File: src/rtl/mem_port_arbiter.sv
// Unified memory port arbiter: serialises IF fetches and MEM data accesses over one port.
// Define ARB_PERF_CNT_EN to build the fetch/data stall-cycle counters.
module mem_port_arbiter #(
    parameter int ADDR_W  = 32,
    parameter int DATA_W  = 32,
    parameter int MEM_LAT = 2
) (
    input  logic              clk,
    input  logic              reset,
    input  logic              IFReq,
    input  logic [ADDR_W-1:0] IFAddr,
    output logic [DATA_W-1:0] IFRdata,
    output logic              IFReady,
    input  logic              MEMRead,
    input  logic              MEMWrite,
    input  logic [ADDR_W-1:0] MEMAddr,
    input  logic [DATA_W-1:0] MEMWdata,
    output logic [DATA_W-1:0] MEMRdata,
    output logic              MEMReady,
    output logic              MemEn,
    output logic              MemWE,
    output logic [ADDR_W-1:0] MemAddr,
    output logic [DATA_W-1:0] MemWdata,
    input  logic [DATA_W-1:0] MemRdata,
    output logic              PCWrite,
    output logic              IFIDWrite,
    output logic              PipeStall,
    output logic [31:0]       IFStallCnt,
    output logic [31:0]       MEMStallCnt
);

    if (MEM_LAT < 1 || MEM_LAT > 4) begin : g_lat_check
        $error("mem_port_arbiter: MEM_LAT=%0d must be in 1..4", MEM_LAT);
    end

    localparam logic [1:0] CNT_INIT = 2'(MEM_LAT - 1);

    typedef enum logic [2:0] {
        IDLE,
        ACC_I,
        ACC_D,
        RESP_I,
        RESP_D
    } state_t;

    state_t            state_q, state_d;
    logic [1:0]        cnt_q, cnt_d;
    logic              last_d_q, last_d_d;
    logic              we_q, we_d;
    logic [ADDR_W-1:0] addr_q, addr_d;
    logic [DATA_W-1:0] wdata_q, wdata_d;
    logic [DATA_W-1:0] if_rdata_q, if_rdata_d;
    logic [DATA_W-1:0] mem_rdata_q, mem_rdata_d;
    logic              mem_en_q, mem_en_d;
    logic              mem_we_q, mem_we_d;
    logic              if_ready_q, if_ready_d;
    logic              mem_ready_q, mem_ready_d;

    logic dreq;
    logic grant_d;
    logic grant_i;

    assign dreq    = MEMRead | MEMWrite;
    // On contention the side that did not win last time goes first.
    assign grant_d = dreq & (~IFReq | ~last_d_q);
    assign grant_i = IFReq & (~dreq | last_d_q);

    always_comb begin
        state_d     = state_q;
        cnt_d       = cnt_q;
        last_d_d    = last_d_q;
        we_d        = we_q;
        addr_d      = addr_q;
        wdata_d     = wdata_q;
        if_rdata_d  = if_rdata_q;
        mem_rdata_d = mem_rdata_q;

        case (state_q)
            IDLE: begin
                if (grant_d) begin
                    state_d  = ACC_D;
                    addr_d   = MEMAddr;
                    wdata_d  = MEMWdata;
                    we_d     = MEMWrite;
                    cnt_d    = CNT_INIT;
                    last_d_d = 1'b1;
                end else if (grant_i) begin
                    state_d  = ACC_I;
                    addr_d   = IFAddr;
                    cnt_d    = CNT_INIT;
                    last_d_d = 1'b0;
                end
            end
            ACC_I: begin
                if (cnt_q == 2'd0) begin
                    if_rdata_d = MemRdata;
                    state_d    = RESP_I;
                end else begin
                    cnt_d = cnt_q - 2'd1;
                end
            end
            ACC_D: begin
                if (cnt_q == 2'd0) begin
                    if (!we_q) begin
                        mem_rdata_d = MemRdata;
                    end
                    state_d = RESP_D;
                end else begin
                    cnt_d = cnt_q - 2'd1;
                end
            end
            RESP_I:  state_d = IDLE;
            RESP_D:  state_d = IDLE;
            default: state_d = IDLE;
        endcase

        // Port controls and ready pulses are decoded from the next state so they leave a flop.
        mem_en_d    = (state_d == ACC_I) || (state_d == ACC_D);
        mem_we_d    = (state_d == ACC_D) && we_d;
        if_ready_d  = (state_d == RESP_I);
        mem_ready_d = (state_d == RESP_D);
    end

    always_ff @(posedge clk) begin
        if (reset) begin
            state_q     <= IDLE;
            cnt_q       <= '0;
            last_d_q    <= 1'b0;
            we_q        <= 1'b0;
            addr_q      <= '0;
            wdata_q     <= '0;
            if_rdata_q  <= '0;
            mem_rdata_q <= '0;
            mem_en_q    <= 1'b0;
            mem_we_q    <= 1'b0;
            if_ready_q  <= 1'b0;
            mem_ready_q <= 1'b0;
        end else begin
            state_q     <= state_d;
            cnt_q       <= cnt_d;
            last_d_q    <= last_d_d;
            we_q        <= we_d;
            addr_q      <= addr_d;
            wdata_q     <= wdata_d;
            if_rdata_q  <= if_rdata_d;
            mem_rdata_q <= mem_rdata_d;
            mem_en_q    <= mem_en_d;
            mem_we_q    <= mem_we_d;
            if_ready_q  <= if_ready_d;
            mem_ready_q <= mem_ready_d;
        end
    end

    assign MemEn    = mem_en_q;
    assign MemWE    = mem_we_q;
    assign MemAddr  = addr_q;
    assign MemWdata = wdata_q;
    assign IFRdata  = if_rdata_q;
    assign MEMRdata = mem_rdata_q;
    assign IFReady  = if_ready_q;
    assign MEMReady = mem_ready_q;

    assign PipeStall = dreq & ~mem_ready_q;
    assign PCWrite   = ~PipeStall & ~(IFReq & ~if_ready_q);
    assign IFIDWrite = PCWrite;

`ifdef ARB_PERF_CNT_EN
    logic [31:0] if_stall_cnt_q, if_stall_cnt_d;
    logic [31:0] mem_stall_cnt_q, mem_stall_cnt_d;

    always_comb begin
        if_stall_cnt_d  = if_stall_cnt_q;
        mem_stall_cnt_d = mem_stall_cnt_q;
        if ((IFReq & ~if_ready_q) && (if_stall_cnt_q != '1)) begin
            if_stall_cnt_d = if_stall_cnt_q + 32'd1;
        end
        if (PipeStall && (mem_stall_cnt_q != '1)) begin
            mem_stall_cnt_d = mem_stall_cnt_q + 32'd1;
        end
    end

    always_ff @(posedge clk) begin
        if (reset) begin
            if_stall_cnt_q  <= '0;
            mem_stall_cnt_q <= '0;
        end else begin
            if_stall_cnt_q  <= if_stall_cnt_d;
            mem_stall_cnt_q <= mem_stall_cnt_d;
        end
    end

    assign IFStallCnt  = if_stall_cnt_q;
    assign MEMStallCnt = mem_stall_cnt_q;
`else
    assign IFStallCnt  = '0;
    assign MEMStallCnt = '0;
`endif

endmodule

File: config.mk
export PLATFORM = sky130hd
export DESIGN_NAME = mem_port_arbiter
export DESIGN_NICKNAME = d
export VERILOG_FILES = /design/src/rtl/mem_port_arbiter.sv
export SDC_FILE = /design/constraint.sdc
export NUM_CORES = 1
export LEC_CHECK = 0
export ABC_AREA = 1
export CORE_UTILIZATION = 29
export CTS_CLUSTER_SIZE = 16
export DETAILED_ROUTE_END_ITERATION = 12
export SYNTH_ARGS = -nofsm -noshare
export SYNTH_HDL_FRONTEND = slang
export SYNTH_SLANG_ARGS = --single-unit
File: constraint.sdc
create_clock -name clk -period 1.7 [get_ports clk]
set_input_delay 0.255 -clock clk [delete_from_list [all_inputs] [get_ports clk]]
set_output_delay 0.255 -clock clk [all_outputs]
set_load 0.02 [all_outputs]
======== After elaboration in Yosys (flattened, before gate mapping) ========
Index checks and enable logic that the tools add are counted.
Widths: inputs -> output; s select.
word-level totals
  output and inout port bits .............. 199
  flip-flop bits (word level) ............. 139
  word-level logic and storage cells ...... 64
cells by class
  bitwise operators ....................... 16
  reductions and logical operators ........ 12
  eq/ne operators ......................... 8
  multiplexer cells ....................... 15
  add/sub/neg operators ................... 1
operators with widths
  operator             count
  $mux 32              2
  $mux 3               4
  $eq 3x2->1 const B   3
  $pmux 3 s3           1
  $not 1->1            8
  $eq 3x1->1 const B   2
  $mux 2               3
  $reduce_and 2->1     3
  $reduce_and 3->1     2
  $and 1x1->1          5
  $mux 1               4
  $pmux 2 s2           1
  $reduce_bool 2->1    2
  $eq 3x3->1 const B   1
  $logic_not 3->1      1
  $ne 3x3->1 const B   1
  $or 1x1->1           3
  $logic_not 2->1      1
  $ne 2x2->1 const B   1
  $reduce_or 2->1      1
  $sub 2x1->2 const B  1
  $logic_and 1x1->1    1
  $logic_or 1x1->1     1

======== Longest topological paths before layout ========
  word-level depth ........................ 9
  depth in mapped cells ................... 9
  mapped depth without buffers ............ 9

======== Worst setup path after synthesis ========
OpenSTA, ideal clock, no wires.
  path type ............................... input port to output port
  from .................................... input port MEMWrite
  to ...................................... output port PCWrite
  stages on the path ...................... 4
  data arrival time ....................... 1.197 ns
  setup slack ............................. 0.248 ns
  data required time ...................... 1.445 ns
  path through ............................ nor2_1 nor2_1 nor2_1 buf_4
on the way
  word-level cells in the longest chain between the ends .. 4
RTL lines
  what                 line  text
  start, declared      15    input logic MEMWrite,
  $or 1x1->1           63    assign dreq = MEMRead | MEMWrite;
  $and 1x1->1          163   assign PipeStall = dreq & ~mem_ready_q;
  named net PipeStall  27    output logic PipeStall,
  $not 1->1            164   assign PCWrite = ~PipeStall & ~(IFReq & ~if_ready_q);
  $and 1x1->1          164
  end, declared        25    output logic PCWrite,
The timed path passes the listed nets, and every way through them passes these cells.

======== Final worst setup path ========
  from .................................... register addr_q[24], in the netlist MemAddr[24]
  to ...................................... output port MemAddr[24]
RTL lines
  what                    line  text
  start, declared         50    logic [ADDR_W-1:0] addr_q, addr_d;
  start signal, assigned  143   addr_q <= addr_d;
  end, declared           22    output logic [ADDR_W-1:0] MemAddr,
No word-level cell between the ends.

==> results.cfg <==
[min_path]
hold_path.startpoint = reset
min_path_cells = 4
hold_class = in -> reg

[sta]
finClkSkew_ns = 0.0135
timing.fmax_ghz = 0.606
finalSetupTns_ns = 0
fin_hold_ws_ns = 0.164
hold_violations = 0
final.min_clock_period_ns = 1.65
min_period_over_period_pct = 97.0
maxSlewViolCount = 0
grt_setup_unrepaired = no
setup_viol = 0

[power]
p_leak_nw = 3.82
p_seq_share_pct = 32.4
p_comb_share_pct = 38.5
swShare_pct = 35.4
ir_worst_vdd_uv = 628
power_density_nw_per_um2 = 1440
switchingPower_mw = 4.74
power_frac_clock_pct = 29.1
p_int_mw = 8.64

[critical_path]
crit_family = buffers and inverters
path_buf_inv = 1
arrival_ns = 1.39
crit_path_start_kind = flip-flop
cp_slowest_stage_delay_ns = 0.62
reg2reg_depth = 5
cp.required_ns = 1.44
worstSetupPathType = reg -> out
crit_start = MemAddr[24]
crit_chain = clkdlybuf4s50_1
crit_cells = 1
worstReg2RegStart = cnt_q[0]
cp-end-kind = primary output
crit_slowest_cell = clkdlybuf4s50_1
cp_max_fo = 2

[route]
vias = 5668
drt-initial-drc-count = 148
via_per_inst = 4.30
first_pass_iters = 4
routed_wl_um = 17700
ant_nets = 0
drc_errors = 0
wl_per_cell_um = 13.4

[clocking]
cts-htree-levels = 4
cts_buffer_depth = 2
path_clk_slew_ns = 0.07
cts_tree = yes
clock-root-buffer = clkbuf_16
insertion_delay_ns = 0.42
clock-sinks = 139
post_cts_buffers = 0
cts_buffers = 17

[grt]
grt_pass1_wl_um = 27100
grt_max_degree = 55
antenna_found_initial = 0
grt_overflow = 0
grt_pass1_vias = 5096
grt_use_total_pct = 17.0

[yosys]
yosysSeqAreaShare_pct = 47.6
ys_top_cells_by_count = dfxtp_1, nor2_1, nand2_1, a21oi_1, o21ai_0
synth_area_per_cell_um2 = 7.62
synth_area_leaders = dfxtp_1, a21oi_1, buf_4, nor2_1, nand2_1
synth_edf_count = 0
synth_ff_type = dfxtp_1
ys_async_sr_fraction_pct = 0
netlist_area_um2 = 5850
synth.most_common_cell = dfxtp_1
ys_warn_count = 0
ys_types = 23
synth-seq-cells = 139
netlist_instances = 767
synth_top_area_share_pct = 47.6
synth_top_area_cell = dfxtp_1

[run_status]
run_status = completed

[die]
initial_utilization_pct = 29.9
core.rowCount = 51
die_y_um = 144
die_width_um = 144
ios = 332
core_area_um2 = 19600
die-area_um2 = 20700

[finish]
area_growth_pct = 59.2
final-seq-area_um2 = 2780
diodes = 0
final_layout_size_suffix_gt1_share_pct = 7.98
multiInputGateArea_um2 = 2360
final_cells = 1317
nets = 1173
fillers = 1978

[placed_design]
dp_cells = 1285
port_buffers = 267
place_hpwl_um = 12600
gp_congestion = 0.788

[flow_run]
maxCapViolCount = 0
[per-layer routing]
layer  routed length, um  part of all wire [%]  track usage, %
met3                1620                   9.1            7.15
met1                7520                    43            19.6
met5                   0                     0               0
met2                8190                    46            28.2
met4                 347                   2.0            5.82
[sequential cells by signal, summed over array words and instances, names as in the netlist]
name and cells:
IFRdata 32, IFReady 1, MEMRdata 32, MEMReady 1, MemAddr 32, MemEn 1, MemWE 1, MemWdata 32
cnt_q 2, last_d_q 1, state_q 3, we_q 1
[what timing repair did]
action / in CTS / in global routing
endpoints found under the setup margin: 5 / 8
gates resized for setup: 6 / 8
endpoints found under the hold margin: 0 / 0
hold buffers: 0 / 0
[power groups by stage]
stage | Combinational [mW] | Sequential (mW) | Clock (mW)
2_1_floorplan | 2.21 | 5.19 | 0
3_3_place_gp | 5.21 | 4.38 | 0
4_1_cts | 5.24 | 4.34 | 3.98
6_report | 5.16 | 4.34 | 3.89
3_5_place_dp | 5.23 | 4.40 | 0
5_1_grt | 5.65 | 4.42 | 4.16
[final timing paths]
path,endpoint,slack [ns]
setup / recovery,MemAddr[24],0.05
hold reg to reg,IFRdata[21],0.44
hold / removal,IFRdata[15],0.16
setup reg to reg,IFRdata[16],0.23
[placed cells by master, fill, tap and decap left out, types with 3 or more instances in the layout]
master           instances
clkbuf_16               17
dlygate4sd2_1            4
inv_6                    3
dlymetal6s2s_1           7
clkdlybuf4s50_1        253
nor2_4                   3
clkinv_2                 3
buf_4                   30
nand2_2                  3
buf_12                   8
o21ai_1                 22
bufinv_16                3
nand3_1                 36
conb_1                  64
o21ai_0                 75
inv_1                   42
nor2_1                 113
dfxtp_1                139
a21oi_1                101
nand2_1                107
[kinds of logic (layout without fill, tap and decap cells)]
logic type,after synthesis,after routing,share of synthesized area [%]
fa+ha+maj,1,1,0.214
other cells,1,64,0.0641
compound gates,202,202,17.4
buf+inv,159,381,16.3
flops,139,139,47.6
simple gates,265,265,18.4
[area by class of cell]
type / instances / area share [%]
Timing Repair Buffer: 304 / 32.8
Tap cell: 265 / 3.56
Inverter: 45 / 1.81
Sequential cell: 139 / 29.9
Multi-Input combinational cell: 532 / 25.4
Clock buffer: 19 / 4.86
Clock inverter: 13 / 1.76
[per-stage QoR]
| stage | power [mW] | area (um2) | utilization [%] | setup slack [ns] |
|---|---|---|---|---|
| 2_1_floorplan | 7.39 | 6080 | - | 0.248 |
| 3_3_place_gp | 9.59 | 8690 | 44.4 | -0.199 |
| 3_5_place_dp | 9.63 | 8690 | 44.4 | -0.230 |
| 4_1_cts | 13.6 | 9300 | 47.5 | 0.00830 |
| 5_1_grt | 14.2 | 9310 | 47.5 | 0.0000592 |
| 6_report | 13.4 | 9310 | 47.5 | 0.0505 |
Note: power is estimated with default switching activity, not from simulation.
